File: src/rtl/nx_constants.sv
// Shared mesh-node types: message layout, directions, route helper.
// Also holds the distributor's arbitration source encoding.
package nx_constants;

    localparam int NX_ROW_W     = 4;
    localparam int NX_COL_W     = 4;
    localparam int NX_PAYLOAD_W = 24;
    localparam int NX_NUM_DIRS  = 4;

    typedef struct packed {
        logic [NX_ROW_W-1:0] row;
        logic [NX_COL_W-1:0] col;
    } nx_header_t;

    typedef struct packed {
        nx_header_t              header;
        logic [NX_PAYLOAD_W-1:0] payload;
    } nx_message_t;

    typedef enum logic [1:0] {
        DIR_NORTH = 2'd0,
        DIR_EAST  = 2'd1,
        DIR_SOUTH = 2'd2,
        DIR_WEST  = 2'd3
    } nx_direction_t;

    typedef enum logic {
        BYPASS = 1'b0,
        EMIT   = 1'b1
    } nx_distrib_src_t;

    // Row is resolved before column; a self-addressed message falls to WEST.
    function automatic nx_direction_t nx_route_dir(
        input nx_header_t          hdr,
        input logic [NX_ROW_W-1:0] row,
        input logic [NX_COL_W-1:0] col
    );
        nx_direction_t dir;
        if (hdr.row > row) begin
            dir = DIR_SOUTH;
        end else if (hdr.row < row) begin
            dir = DIR_NORTH;
        end else if (hdr.col > col) begin
            dir = DIR_EAST;
        end else begin
            dir = DIR_WEST;
        end
        return dir;
    endfunction

endpackage

File: src/rtl/nx_distrib_slot.sv
// One outbound direction slot: single register, or a 2-entry FIFO
// when NX_DISTRIB_FIFO_EN is defined.
module nx_distrib_slot
    import nx_constants::*;
(
    input  logic        clk_i,
    input  logic        rst_ni,
    input  logic        push_i,
    input  nx_message_t push_data_i,
    output logic        free_o,
    output logic        valid_o,
    output nx_message_t data_o,
    input  logic        ready_i
);

`ifdef NX_DISTRIB_FIFO_EN

    logic [1:0]  count_q, count_d;
    nx_message_t e0_q, e0_d;
    nx_message_t e1_q, e1_d;
    logic        pop;

    assign pop     = ready_i && (count_q != 2'd0);
    assign free_o  = (count_q != 2'd2) || ready_i;
    assign valid_o = (count_q != 2'd0);
    assign data_o  = e0_q;

    // Pop shifts first, then the push lands in the first empty entry.
    always_comb begin
        e0_d    = e0_q;
        e1_d    = e1_q;
        count_d = count_q;
        if (pop) begin
            e0_d    = e1_q;
            count_d = count_d - 2'd1;
        end
        if (push_i) begin
            if (count_d == 2'd0) begin
                e0_d = push_data_i;
            end else begin
                e1_d = push_data_i;
            end
            count_d = count_d + 2'd1;
        end
    end

    always_ff @(posedge clk_i or negedge rst_ni) begin
        if (!rst_ni) begin
            count_q <= 2'd0;
            e0_q    <= '0;
            e1_q    <= '0;
        end else begin
            count_q <= count_d;
            e0_q    <= e0_d;
            e1_q    <= e1_d;
        end
    end

`else

    logic        valid_q, valid_d;
    nx_message_t data_q, data_d;

    assign free_o  = !valid_q || ready_i;
    assign valid_o = valid_q;
    assign data_o  = data_q;

    always_comb begin
        valid_d = valid_q;
        data_d  = data_q;
        if (push_i) begin
            valid_d = 1'b1;
            data_d  = push_data_i;
        end else if (ready_i) begin
            valid_d = 1'b0;
        end
    end

    always_ff @(posedge clk_i or negedge rst_ni) begin
        if (!rst_ni) begin
            valid_q <= 1'b0;
            data_q  <= '0;
        end else begin
            valid_q <= valid_d;
            data_q  <= data_d;
        end
    end

`endif

endmodule

File: src/rtl/nx_stream_distributor.sv
// Steers bypass and locally emitted messages onto four outbound mesh
// streams with round-robin fairness; NX_DISTRIB_FIFO_EN deepens slots.
module nx_stream_distributor
    import nx_constants::*;
#(
    parameter int ADDR_ROW_WIDTH = 4,
    parameter int ADDR_COL_WIDTH = 4
) (
    input  logic                      clk_i,
    input  logic                      rst_ni,
    input  logic [ADDR_ROW_WIDTH-1:0] node_row_i,
    input  logic [ADDR_COL_WIDTH-1:0] node_col_i,
    input  nx_message_t               bypass_data_i,
    input  nx_direction_t             bypass_dir_i,
    input  logic                      bypass_valid_i,
    output logic                      bypass_ready_o,
    input  nx_message_t               emit_data_i,
    input  logic                      emit_valid_i,
    output logic                      emit_ready_o,
    output nx_message_t               north_data_o,
    output nx_message_t               east_data_o,
    output nx_message_t               south_data_o,
    output nx_message_t               west_data_o,
    output logic                      north_valid_o,
    output logic                      east_valid_o,
    output logic                      south_valid_o,
    output logic                      west_valid_o,
    input  logic                      north_ready_i,
    input  logic                      east_ready_i,
    input  logic                      south_ready_i,
    input  logic                      west_ready_i
);

    nx_direction_t   emit_dir;
    nx_distrib_src_t rr_q, rr_d;

    logic [3:0]  free;
    logic [3:0]  push;
    logic [3:0]  ready;
    logic [3:0]  valid;
    logic [3:0]  b_sel;
    logic [3:0]  e_sel;
    nx_message_t push_data [NX_NUM_DIRS];
    nx_message_t data      [NX_NUM_DIRS];

    logic same_dir;
    logic conflict;
    logic b_fire;
    logic e_fire;

    assign emit_dir = nx_route_dir(emit_data_i.header,
                                   NX_ROW_W'(node_row_i),
                                   NX_COL_W'(node_col_i));

    assign same_dir = (bypass_dir_i == emit_dir);
    assign conflict = bypass_valid_i && emit_valid_i && same_dir;

    // Each ready looks only at the other source's valid, never its own.
    assign bypass_ready_o = free[bypass_dir_i] &&
                            (!(emit_valid_i && same_dir) || rr_q == BYPASS);
    assign emit_ready_o   = free[emit_dir] &&
                            (!(bypass_valid_i && same_dir) || rr_q == EMIT);

    assign b_fire = bypass_valid_i && bypass_ready_o;
    assign e_fire = emit_valid_i && emit_ready_o;

    assign b_sel = 4'b0001 << bypass_dir_i;
    assign e_sel = 4'b0001 << emit_dir;

    assign push = (b_fire ? b_sel : 4'b0000) | (e_fire ? e_sel : 4'b0000);

    always_comb begin
        for (int d = 0; d < NX_NUM_DIRS; d++) begin
            push_data[d] = (b_fire && b_sel[d]) ? bypass_data_i : emit_data_i;
        end
    end

    always_comb begin
        rr_d = rr_q;
        if (conflict && (b_fire || e_fire)) begin
            rr_d = (rr_q == BYPASS) ? EMIT : BYPASS;
        end
    end

    always_ff @(posedge clk_i or negedge rst_ni) begin
        if (!rst_ni) begin
            rr_q <= BYPASS;
        end else begin
            rr_q <= rr_d;
        end
    end

    assign ready = {west_ready_i, south_ready_i, east_ready_i, north_ready_i};

    for (genvar d = 0; d < NX_NUM_DIRS; d++) begin : g_slot
        nx_distrib_slot u_slot (
            .clk_i       (clk_i),
            .rst_ni      (rst_ni),
            .push_i      (push[d]),
            .push_data_i (push_data[d]),
            .free_o      (free[d]),
            .valid_o     (valid[d]),
            .data_o      (data[d]),
            .ready_i     (ready[d])
        );
    end

    assign north_valid_o = valid[DIR_NORTH];
    assign east_valid_o  = valid[DIR_EAST];
    assign south_valid_o = valid[DIR_SOUTH];
    assign west_valid_o  = valid[DIR_WEST];

    assign north_data_o = data[DIR_NORTH];
    assign east_data_o  = data[DIR_EAST];
    assign south_data_o = data[DIR_SOUTH];
    assign west_data_o  = data[DIR_WEST];

endmodule
File: config.mk
export PLATFORM = sky130hd
export DESIGN_NAME = nx_stream_distributor
export DESIGN_NICKNAME = d
export VERILOG_FILES = /design/src/rtl/nx_constants.sv /design/src/rtl/nx_distrib_slot.sv /design/src/rtl/nx_stream_distributor.sv
export SDC_FILE = /design/constraint.sdc
export NUM_CORES = 1
export LEC_CHECK = 0
export ABC_CLOCK_PERIOD_IN_PS = 2900
export BUFFER_PORTS_ARGS = -buffer_cell sky130_fd_sc_hd__buf_4
export CAP_MARGIN = 0
export CORE_AREA = 2 2 123 125
export DETAILED_ROUTE_END_ITERATION = 6
export DIE_AREA = 0 0 125 127
export GPL_TIMING_DRIVEN = 0
export PLACE_DENSITY_LB_ADDON = 0.15
export SYNTH_ARGS = -nofsm -noshare
export SYNTH_HDL_FRONTEND = slang
export SYNTH_SLANG_ARGS = --single-unit
export TNS_END_PERCENT = 30
File: constraint.sdc
create_clock -name clk_i -period 2.9 [get_ports clk_i]
set_clock_uncertainty 0.2 [all_clocks]
set_input_delay 0.29 -clock clk_i [delete_from_list [all_inputs] [get_ports clk_i]]
set_output_delay 0.29 -clock clk_i [all_outputs]
set_load 0.01 [all_outputs]
==> metrics.md <==
| Metric | Value |
|---|---|
| DR DRC count | 0 |
| WHS Path Cells | 3 |
| Cell Rows | 44 |
| Final setup violation count | 0 |
| Final hold violation count | 0 |
| Yosys top cell by area | dfrtp_1 |
| Final GP Congestion | 0.864 |
| Primary flip-flop cell chosen by synthesis mapping | dfrtp_1 |
| Core ar. | 14400 µm² |
| Post-Syn Area per Cell | 11.8 µm² |
| Starting DRT DRC Count | 519 |
| Vias in the first global route | 6419 |
| Pre-CTS setup slack | -0.609 ns |
| Drt wl/cell | 22.2 µm |
| CP startpoint | emit_data_i[31] |
| Post-route cell area | 9610 µm² |
| Via count | 6186 |
| Layout area overhead | 50.2% |
| Total negative slack | 0 ns |
| DR pass1 iterations | 6 |
| YS warnings | 0 |
| Die Y | 127 µm |
| Wire length of the first global-routing pass | 36.3 mm |
| Total Wirelength | 23.2 mm |
| Die area | 15900 µm² |
| Reg2Reg Depth | 8 |
| Most frequent cells in the layout | buf_4, dfrtp_1, a221o_1 |
| Asr flop ratio synth | 100% |
| Mapped Area | 6400 µm² |
| Critical Path AT | 2.37 ns |
| Worst-path clk slew | 0.06 ns |
| Hold Path Class | in -> reg |
| Initial antenna violation count | 0 |
| Clock insertion delay at the later pin of the skew report | 0.42 ns |
| Root Buffer | clkbuf_16 |
| Seq/Total Area, Yosys | 52.0% |
| H-tree Lvls | 4 |
| Period minus WS final | 2.86 ns |
| Peak supply drop | 0.455 mV |
| Crit path max-delay cell type | or3_1 |
| Critical-path cell list | buf_4 > ha_1 > nand4_2 > a31oi_4 > nor4_1 > or3_1 > buf_2 > mux2i_1 > buf_4 |
| Ports | 216 |
| Status | completed |
| Post-route setup slack | 0.0449 ns |
| Leakage | 4.66 nW |
| Most used cell, CP | buf_4 |
| Vias per cell | 5.94 |
| Utilization after layout | 66.6% |
| Final Power | 7.39 mW |
| Top cell type's share of synthesized area | 52.0% |
| CTS tree | yes |
| CP max FO | 10 |
| Initial Util | 44.4% |
| Tcrit/Tclk final | 98.5% |
| Post-Synthesis Net Count | 633 |
| Slew @ Worst Pin | 0.619 ns |
| Worst setup EP type | primary output |
| Setup CP Type | in -> out |
| Worst Hold Launch | emit_data_i[24] |
| Largest net degree at the start of global routing | 77 |
| Filler Cells Inserted | 1123 |
| Tot GR Track Use | 29.4% |
| Mapped Cells | 543 |
| Dpl cells | 941 |
| Commonest non-fill, non-tap cell in the layout | buf_4 |
| GRT overflow | 0 |
| Layout cells sized above 1 | 35.5% |
| Die W | 125 µm |
| Slew Limit Fails | 0 |
| Cell Count, Final, Fillers Out | 1041 |
| ANT nets after route | 0 |
| Post-DP Area | 8260 µm² |
| Fin Hold WS | 0.00948 ns |
| Inserted Diodes | 0 |
| Seq cells post-synth | 133 |
| Reg2reg start | rr_q$_DFFE_PN0P_ |
| Post-synth EDFFs | 0 |
| Num Clock Sinks | 133 |
| Max Cap Viol | 0 |
| Worst-case clock buffer depth | 2 |
| Pwr Density | 769 nW/µm² |
| Largest stage delay on the critical path | 0.40 ns |
| Top post-synthesis cells by area | dfrtp_1, a221o_1, and2_1 |
| Crit start category | input pin |
| RSZ-0062 raised after global routing | true |
| Peak Freq | 350 MHz |
| Nets | 934 |
| # port buffers | 213 |
| Post-DP HPWL | 15.5 mm |
| Total CTS buffers | 17 |
| Flop2flop setup slack | 0.26 ns |
| CP Data Required Time | 2.41 ns |
| Max transition margin | 58.8% |
| Yosys cell types | 49 |
==> metal layers <==
| layer | part of all wire [%] | GRT usage (%) | vias to the layer above |
|---|---|---|---|
| li1 | - | - | 2709 |
| met4 | 1.4 | 6.99 | 0 |
| met5 | 0 | 0 | - |
| met2 | 50 | 49.7 | 284 |
| met1 | 41 | 38.5 | 3163 |
| met3 | 6.9 | 6.95 | 30 |
==> registers in the layout, summed over array words and instances (netlist names) <==
| register | cells |
|---|---|
| g_slot.u_slot.data_o | 128 |
| g_slot.u_slot.valid_o | 4 |
| rr_q | 1 |
==> synth_stat cells (6+ instances only) <==
library cell  number
nor3_1             7
and3_1            29
nand2b_1           6
a221o_1          116
clkbuf_1          26
nand2_1            7
a21oi_1           10
ha_1               8
dfrtp_1          133
buf_2             18
nor2_1             7
inv_1             12
mux2_2            17
and2_1            91
==> worst paths after layout <==
| kind | end |
|---|---|
| worst min register to register | g_slot[3].u_slot.data_o[8]$_DFFE_PN0P_ |
| worst max register to register | g_slot[1].u_slot.data_o[16]$_DFFE_PN0P_ |
| min in group asynchronous | g_slot[3].u_slot.data_o[21]$_DFFE_PN0P_ |
| worst max-delay path | emit_ready_o |
| worst min-delay path | g_slot[1].u_slot.data_o[24]$_DFFE_PN0P_ |
| max in group asynchronous | g_slot[3].u_slot.data_o[7]$_DFFE_PN0P_ |
==> area by class of cell <==
type / count / area, µm² / area share, %
plain buffers: 46 / 216 / 2.25
well taps: 184 / 230 / 2.40
flip-flops and latches: 133 / 3330 / 34.6
inverters: 12 / 45.0 / 0.469
multi-input cells: 352 / 2840 / 29.5
clock buffers: 21 / 470 / 4.90
clock inverters: 11 / 173 / 1.80
repair buffers: 282 / 2310 / 24.0
==> power by group <==
group / internal [mW] / switching (mW) / leakage [nW]
Clock: 1.51 / 0.844 / 0.302
Sequential: 2.37 / 0.360 / 1.64
Combinational: 1.27 / 1.04 / 2.72
Total: 5.15 / 2.24 / 4.66
==> logic make-up (layout without fill, tap and decap cells) <==
group | count (synthesis) | after routing | share of synthesized area [%]
buffers and inverters | 58 | 372 | 3.99
XOR/XNOR | 2 | 2 | 0.274
flip-flops | 133 | 133 | 52.0
AO/OA/AOI/OAI | 153 | 153 | 22.4
AND/OR/NAND/NOR | 169 | 169 | 16.3
multiplexers | 20 | 20 | 3.46
adder cells (fa/ha/maj) | 8 | 8 | 1.56
==> worst max-delay path, delay by kind of cell <==
family / cells / cell delay (ns)
buffers and inverters: 3 / 0.48
adder cells (fa/ha/maj): 1 / 0.33
multiplexers: 1 / 0.19
AND/OR/NAND/NOR: 3 / 0.71
AO/OA/AOI/OAI: 1 / 0.34
==> repair_timing <==
action                                  in CTS  in global routing
hold buffers                                66                  0
hold endpoints to repair                   186                  0
endpoints found under the setup margin      81                 85
resized for setup                            5                  8
setup buffers                                0                  2
(Power assumes the default switching activity.)
